File: src/rtl/aoc_stream_pkg.sv
// Shared types for the record sequencer.
//   state_e   : sequencer FSM states
//   len_sat_t : result of len_sat (saturated length plus overflow flag)
//   len_sat   : clamps a raw header length to a maximum and flags overflow
package aoc_stream_pkg;

    typedef enum logic [2:0] {
        IDLE,
        HEADER,
        START,
        READ,
        OUTPUT,
        DONE
    } state_e;

    typedef struct packed {
        logic [31:0] len;
        logic        ovf;
    } len_sat_t;

    function automatic len_sat_t len_sat(input logic [31:0] raw, input logic [31:0] max_len);
        len_sat_t r;
        r.ovf = (raw > max_len);
        r.len = r.ovf ? max_len : raw;
        return r;
    endfunction

endpackage

File: src/rtl/vector_record_sequencer.sv
// Sequences an external vector reader over a stream of length-prefixed records.
// Each record is one header beat (length in the low bits) followed by data beats,
// which are passed through to the reader. The reader's vector is then offered
// downstream on a valid/ready handshake together with its record index.
//
// Ports:
//   clk, rst            clock, synchronous active-high reset
//   go                  start pulse (ignored while busy)
//   data_in_*           upstream record stream (slave side)
//   rd_data_*           stream towards the reader (master side)
//   rd_start            one-cycle reader start pulse
//   rd_vec_length       length presented to the reader
//   rd_ready            reader completion pulse
//   rd_last             reader sticky tlast flag
//   rd_vec              reader vector
//   vec_valid/ready     downstream handshake
//   vec_data, vec_index captured vector and its zero-based record index
//   busy, done          pass in progress / stream fully consumed
//   len_err             sticky: a header length exceeded MAX_VEC_LENGTH
//
// state  | meaning
// IDLE   | waiting for go after reset
// HEADER | accepting a header beat
// START  | pulsing rd_start
// READ   | passing data beats through to the reader
// OUTPUT | presenting the captured vector downstream
// DONE   | stream consumed, waiting for go
module vector_record_sequencer
    import aoc_stream_pkg::*;
#(
    parameter int MAX_VEC_LENGTH   = 64,
    parameter int AXI_DATA_WIDTH   = 32,
    parameter int MAX_VEC_LENGTH_W = (MAX_VEC_LENGTH <= 1) ? 1 : $clog2(MAX_VEC_LENGTH + 1),
    parameter int COUNT_W          = 16
) (
    input  logic                        clk,
    input  logic                        rst,
    input  logic                        go,
    input  logic                        data_in_tvalid,
    output logic                        data_in_tready,
    input  logic [AXI_DATA_WIDTH-1:0]   data_in_tdata,
    input  logic                        data_in_tlast,
    output logic                        rd_data_tvalid,
    input  logic                        rd_data_tready,
    output logic [AXI_DATA_WIDTH-1:0]   rd_data_tdata,
    output logic                        rd_data_tlast,
    output logic                        rd_start,
    output logic [MAX_VEC_LENGTH_W-1:0] rd_vec_length,
    input  logic                        rd_ready,
    input  logic                        rd_last,
    input  logic [MAX_VEC_LENGTH-1:0]   rd_vec,
    output logic                        vec_valid,
    input  logic                        vec_ready,
    output logic [MAX_VEC_LENGTH-1:0]   vec_data,
    output logic [COUNT_W-1:0]          vec_index,
    output logic                        busy,
    output logic                        done,
    output logic                        len_err
);

    state_e               state, state_next;
    logic [COUNT_W-1:0]   counter;
    logic                 rec_last;
    len_sat_t             hdr;
    logic                 hdr_fire;
    logic                 hdr_zero;

    // Only the low length-field bits of the header beat carry the length.
    assign hdr      = len_sat(32'(data_in_tdata[MAX_VEC_LENGTH_W-1:0]), 32'(MAX_VEC_LENGTH));
    assign hdr_zero = (hdr.len == 32'd0);
    assign hdr_fire = (state == HEADER) && data_in_tvalid;

    // Data and tlast are forwarded unconditionally; only tvalid is gated.
    assign rd_data_tdata = data_in_tdata;
    assign rd_data_tlast = data_in_tlast;

    always_ff @(posedge clk) begin
        if (rst) state <= IDLE;
        else     state <= state_next;
    end

    always_comb begin
        state_next = state;
        case (state)
            IDLE:    if (go) state_next = HEADER;
            HEADER:  if (hdr_fire) begin
                         if (!hdr_zero)         state_next = START;
                         else if (data_in_tlast) state_next = DONE;
                     end
            START:   state_next = READ;
            READ:    if (rd_ready) state_next = OUTPUT;
            OUTPUT:  if (vec_ready) state_next = rec_last ? DONE : HEADER;
            DONE:    if (go) state_next = HEADER;
            default: state_next = IDLE;
        endcase
    end

    always_comb begin
        data_in_tready = 1'b0;
        rd_data_tvalid = 1'b0;
        rd_start       = 1'b0;
        vec_valid      = 1'b0;
        busy           = 1'b0;
        done           = 1'b0;
        case (state)
            HEADER: begin
                data_in_tready = 1'b1;
                busy           = 1'b1;
            end
            START: begin
                rd_start = 1'b1;
                busy     = 1'b1;
            end
            READ: begin
                rd_data_tvalid = data_in_tvalid;
                data_in_tready = rd_data_tready;
                busy           = 1'b1;
            end
            OUTPUT: begin
                vec_valid = 1'b1;
                busy      = 1'b1;
            end
            DONE:    done = 1'b1;
            default: ;
        endcase
    end

    always_ff @(posedge clk) begin
        if (rst) begin
            counter       <= '0;
            len_err       <= 1'b0;
            rd_vec_length <= '0;
            vec_data      <= '0;
            vec_index     <= '0;
            rec_last      <= 1'b0;
        end else begin
            case (state)
                IDLE, DONE: if (go) begin
                    counter <= '0;
                    len_err <= 1'b0;
                end
                HEADER: if (hdr_fire) begin
                    if (hdr.ovf)   len_err       <= 1'b1;
                    if (!hdr_zero) rd_vec_length <= hdr.len[MAX_VEC_LENGTH_W-1:0];
                end
                READ: if (rd_ready) begin
                    vec_data  <= rd_vec;
                    rec_last  <= rd_last;
                    vec_index <= counter;
                end
                OUTPUT: if (vec_ready) begin
                    if (counter != '1) counter <= counter + 1'b1;
                end
                default: ;
            endcase
        end
    end

endmodule

File: config.mk
export PLATFORM = sky130hd
export DESIGN_NAME = vector_record_sequencer
export DESIGN_NICKNAME = d
export VERILOG_FILES = /design/src/rtl/aoc_stream_pkg.sv /design/src/rtl/vector_record_sequencer.sv
export SDC_FILE = /design/constraint.sdc
export NUM_CORES = 1
export LEC_CHECK = 0
export ABC_AREA = 1
export CAP_MARGIN = 20
export CORE_AREA = 2 2 119 121
export CTS_CLUSTER_SIZE = 24
export DETAILED_ROUTE_END_ITERATION = 7
export DIE_AREA = 0 0 121 123
export GPL_ROUTABILITY_DRIVEN = 1
export PLACE_DENSITY = 0.75
export SYNTH_ARGS = -nofsm -noshare
export SYNTH_HDL_FRONTEND = slang
export SYNTH_SLANG_ARGS = --single-unit
File: constraint.sdc
create_clock -name clk -period 1.6 [get_ports clk]
set_clock_uncertainty 0.05 [all_clocks]
set_input_delay 0.32 -clock clk [delete_from_list [all_inputs] [get_ports clk]]
set_output_delay 0.32 -clock clk [all_outputs]
set_load 0.1 [all_outputs]
Word-level counts from Yosys, hierarchy flattened. Index checks and enable logic that the tools add are counted.

Bits in latches: 0. Memories kept: 0. Bits in registers: 108. Bits of input ports: 105. Word-level logic and storage cells: 58. ROM bits: 0. Output and inout port bits: 127. Memory bits (writable): 0.

$mul: 0. Add/subtract/negate cells: 1. Magnitude comparators: 1. Bitwise logic cells: 1. Div/mod/pow operators: 0. Shift operators: 0. Equality and inequality tests: 13. Reductions and logical operators: 12. Muxes and demuxes: 23.

Operator list (count): 2-to-1 mux 16 bit (3); zero test 32 bit (1); one-hot mux 16 bit (2 select lines) (1); 2-to-1 mux 3 bit (7); adder 16 x 1 -> 16 bit, second input constant (1); inequality test 16 bit, second input constant (1); one-hot mux 3 bit (5 select lines) (1); inequality test 2 bit, second input constant (5); 2-to-1 mux 1 bit (8); AND reduction 4 bit (2); > comparator 7 bit, second input constant (1); 2-to-1 mux 7 bit (1); equality test 3 x 2 -> 1 bit, second input constant (2); equality test 3 bit, second input constant (2); AND reduction 5 bit (1); one-hot mux 1 bit (2 select lines) (2); nonzero test 2 bit (2); OR reduction 4 bit (1); equality test 3 x 1 -> 1 bit, second input constant (1); zero test 3 bit (1); inequality test 3 bit, second input constant (1); AND reduction 3 bit (1); inequality test 2 x 1 -> 1 bit, second input constant (1); AND reduction 2 bit (1); other kinds (3) (3).

Longest topological paths before layout.
Depth after elaboration: 6. Mapped depth: 12. Mapped depth without buffers: 12.

Worst setup path after synthesis. No wires, ideal clock.

Kind: reg2out. Start: register state[2]. End: output rd_start. Data required time: 1.230 ns. Cell stages (with the launch flop): 3. Slack: -1.268 ns. Arrival: 2.498 ns. Cell sequence: dfxtp_1 buf_2 nor3_1.

Longest elaborated chain between the ends: 2.

Ends and longest elaborated chain: from (decl) (line vector_record_sequencer.sv:61) `state_e state, state_next;`; from (signal assigned) (line vector_record_sequencer.sv:79) `else state <= state_next;`; equality test 3 x 2 -> 1 bit (line vector_record_sequencer.sv:105) `case (state)`; 2-to-1 mux 1 bit (line vector_record_sequencer.sv:105); to (decl) (line vector_record_sequencer.sv:47) `output logic rd_start,`.

Every way passes these cells.

Final worst setup path.
Start: register state[1]. End: output rd_data_tvalid.

Longest elaborated chain between the ends: 2.

Ends and longest elaborated chain: equality test 3 x 2 -> 1 bit (line vector_record_sequencer.sv:105); 2-to-1 mux 1 bit (line vector_record_sequencer.sv:105); to (decl) (line vector_record_sequencer.sv:43) `output logic rd_data_tvalid,`.

Every way passes these cells.

==> summary.md <==
| Metric | Value |
|---|---|
| DPL Wire Length | 11330 um |
| Failing checks | setup timing |
| Post-synth cell types | 30 |
| Hold Crit Depth | 2 |
| Total inserted antenna cells | 0 |
| Min-delay src | rst |
| Starting density of the core | between 30% and 40% |
| Mapped Nets | roughly 800 |
| Hold path endpoint | state[0] |
| Antenna-violating nets left | 0 |
| Post-synthesis adder-cell area fraction | less than 1% |
| RePlAce Congestion | 0.8869 |
| CP Max Fanout | 4 |
| XOR/XNOR Fraction of Synth Area | less than 1% |
| Dpl cell area | between 8000 and 9000 um^2 |
| Port buffer count | roughly 180 |
| Final setup fails | 6 |
| Post-Syn Area | around 4900 um^2 |
| Leak pwr | about 3.2 nW |
| Synth Area in Compound Gates | between 10% and 20% |
| Crit path DAT | roughly 1400 ps |
| Met1 Use GR | around a quarter |
| Largest family of logic cells by synthesized area | simple AND/OR/NAND/NOR gates |
| Reg2Reg Depth | 10 |
| Power Dens Cells | between 1000 and 1500 nW/um^2 |
| Max Clk Rate | about 580 MHz |
| Nets@finish | ~980 |
| Slew margin rel. | 76.71% |
| Critical path type | flop to output port |
| Clock slew at reported path FFs | ~70 ps |
| Clk pwr share | a little under a quarter |
| Root Buffer | clkbuf_16 |
| CTS tree | done |
| Combinational power share | a little under half |
| Top cell type's share of synthesized area | 43.78% |
| Fin cells | between 1000 and 1500 |
| Unrepaired setup endpoints after global routing | true |
| Worst-Skew Late Latency | around 350 ps |
| Hold Buf Count CTS | 0 |
| Post-Synth Simple-Gate Area | between 30% and 40% |
| Fillers | 1083 |
| Number of synthesized flops with an enable pin | 0 |
| Die area | about 15000 um^2 |
| Finished Cell Area | about 8900 um^2 |
| Tot GR Track Use | 20.93% |
| Final Hold Viols | 0 |
| Outcome | finished, violations left |
| Worst r2r dst | counter[1] |
| Rows | 43 |
| Met3 Use GR | ~6.5% |
| DRC Markers | 0 |
| Avg Cell Area, Syn | 7.262 um^2 |
| Final slew viol count | 0 |
| Commonest non-fill, non-tap cell in the layout | nand2_1 |
| Commonest non-fill, non-tap cells in the layout | nand2_1 (162), buf_12 (108), dfxtp_1 (103) |
| Share of cells above drive strength 1 | between 30% and 40% |
| Initial antenna violation count | 0 |
| Die Height | roughly 120 um |
| Vias | between 5000 and 6000 |
| Final worst-path cycle share | 107.6% |
| Sequential fraction of the synthesis area | between 40% and 50% |
| VDD IR max | around 0.0008 V |
| R2r setup slk | ~10 ps |
| Min Clock Period, post-route | around 1700 ps |
| Die width | about 120 um |
| Yosys top cell by area | dfxtp_1 |
| Hold Path Class | input port to flop |
| Pre-CTS setup slack | -335.2 ps |
| Max clock buf depth | 2 |
| Sink Count | 108 |
| P_sw | between 4 and 5 mW |
| Worst Path Required | between 1000 and 1500 ps |
| Slew @ Worst Pin | roughly 350 ps |
| Maxcap violations | 0 |
| Mapped Cells | ~700 |
| Int Power | 6.192 mW |
| Synthesized flop and latch total | 108 |
| Vias in the first global route | 4898 |
| Synth async-reset ratio | 0% |
| Drt first pass iters | 5 |
| Switching part of the total | between 40% and 50% |
| Critical Path End Type | output port |
| Seq pwr share | around 29% |
| Inserted Clock Buffers | 9 |
| Main synth FF type | dfxtp_1 |
| Placed Cells | about 1000 |
| Mux cell area share after synthesis | 0% |
| Core ar. | ~14000 um^2 |
| Pwr Total | 10.45 mW |
| Final TNS setup | -328.4 ps |
| Initial DRC Count | just over 300 |
| Pin count of the biggest net entering global routing | 55 |
| Routed WL per cell | between 15 and 20 um |
| Final wirelength | ~16000 um |
| Worst setup margin | -121.6 ps |
| Global-route wire length before repair | approximately 25000 um |
| CP startpoint kind | flop |
| Vias/cell | 4.954 |
| Largest cells by area after synthesis | dfxtp_1 (44%), nand2_1 (13%), nand3_1 (9.8%), a21oi_1 (9.6%), buf_4 (5.2%) |
| Total number of yosys warnings | 0 |
| Worst R2R Start | counter[1] |
| Met2 GRT Util | 34.20% |
| Synthesis-to-finish area growth | 79.28% |
| H-tree depth | 3 |
| Io pins | 232 |
| Grt total ovfl | 0 |
| Layer with the highest usage | met2 |
[worst max-delay path, cell delays in order (launching register included)]
cell     delay [ps]
dfxtp_4         400
inv_4            60
nor3_4          180
inv_2            80
nor2_4          110
buf_12          180
[worst max-delay path by stage]
stage | startpoint | to | slack [ps]
floorplan | state[0] | counter[13] | -250
global placement | data_in_tdata[6] | rd_vec_length[3] | -250
detailed placement | data_in_tdata[6] | rd_vec_length[3] | -340
CTS | state[0] | rd_data_tvalid | -120
global route | state[1] | rd_data_tvalid | -200
finish | state[1] | rd_data_tvalid | -120
[layer usage]
layer / wire, um / vias up
met5: 0 / -
met4: 498 / 0
met3: 1245 / 43
met2: 7999 / 197
met1: 6513 / 2419
li1: - / 2587
[state kept, by name, indices dropped and copies added (netlist names)]
signal         cells
vec_index         16
vec_data          64
rd_vec_length      7
counter           16
rec_last           1
len_err            1
state              3
[stage by stage]
stage / hold slack, ps / utilization (%)
finish: 201.5 / 65.04
detailed placement: 423.2 / 60.29
global placement: 399.8 / 60.29
global route: 197.2 / 65.04
CTS: 190.0 / 63.60
floorplan: 379.3 / -
[Yosys cell counts, drive strengths merged, types with 2 or more instances]
library cell / instances
o21bai: 5
dfxtp: 108
o21ai: 7
nor3: 3
nand2: 187
a21oi: 106
nand4: 4
nor3b: 2
clkbuf: 25
inv: 27
buf: 50
nor2: 54
nand3: 98
[timing repair]
action | CTS | global route
endpoints found under the setup margin | 93 | 62
setup buffers | 8 | 1
pin swaps | 10 | 12
gates resized for setup | 19 | 43
cloned | 2 | 1
[power groups by stage]
| stage | registers [mW] | logic [mW] | clock network [mW] |
|---|---|---|---|
| after global placement | 3.08 | 4.25 | 0 |
| after global routing | 3.09 | 5.22 | 2.57 |
| after CTS | 3.05 | 4.61 | 2.45 |
| after floorplan | 3.72 | 2.32 | 0 |
| final | 3.07 | 4.98 | 2.40 |
| after detailed placement | 3.09 | 4.29 | 0 |
[area by class of cell]
cell class | count | area, um^2 | share of cell area (%)
repair buffers | 257 | 3526 | 39.82
multi-input cells | 472 | 2492 | 28.15
flip-flops and latches | 108 | 2176 | 24.58
clock buffers | 11 | 242.7 | 2.742
well taps | 180 | 225.2 | 2.544
inverters | 27 | 117.6 | 1.328
clock inverters | 4 | 73.82 | 0.8338
[cells by family after synthesis]
kind of cell,Yosys count
simple gates,348
compound gates,119
flops,108
buf+inv,102
xor+xnor,2
fa+ha+maj,1
No activity file was read; power rests on OpenSTA's default activity.
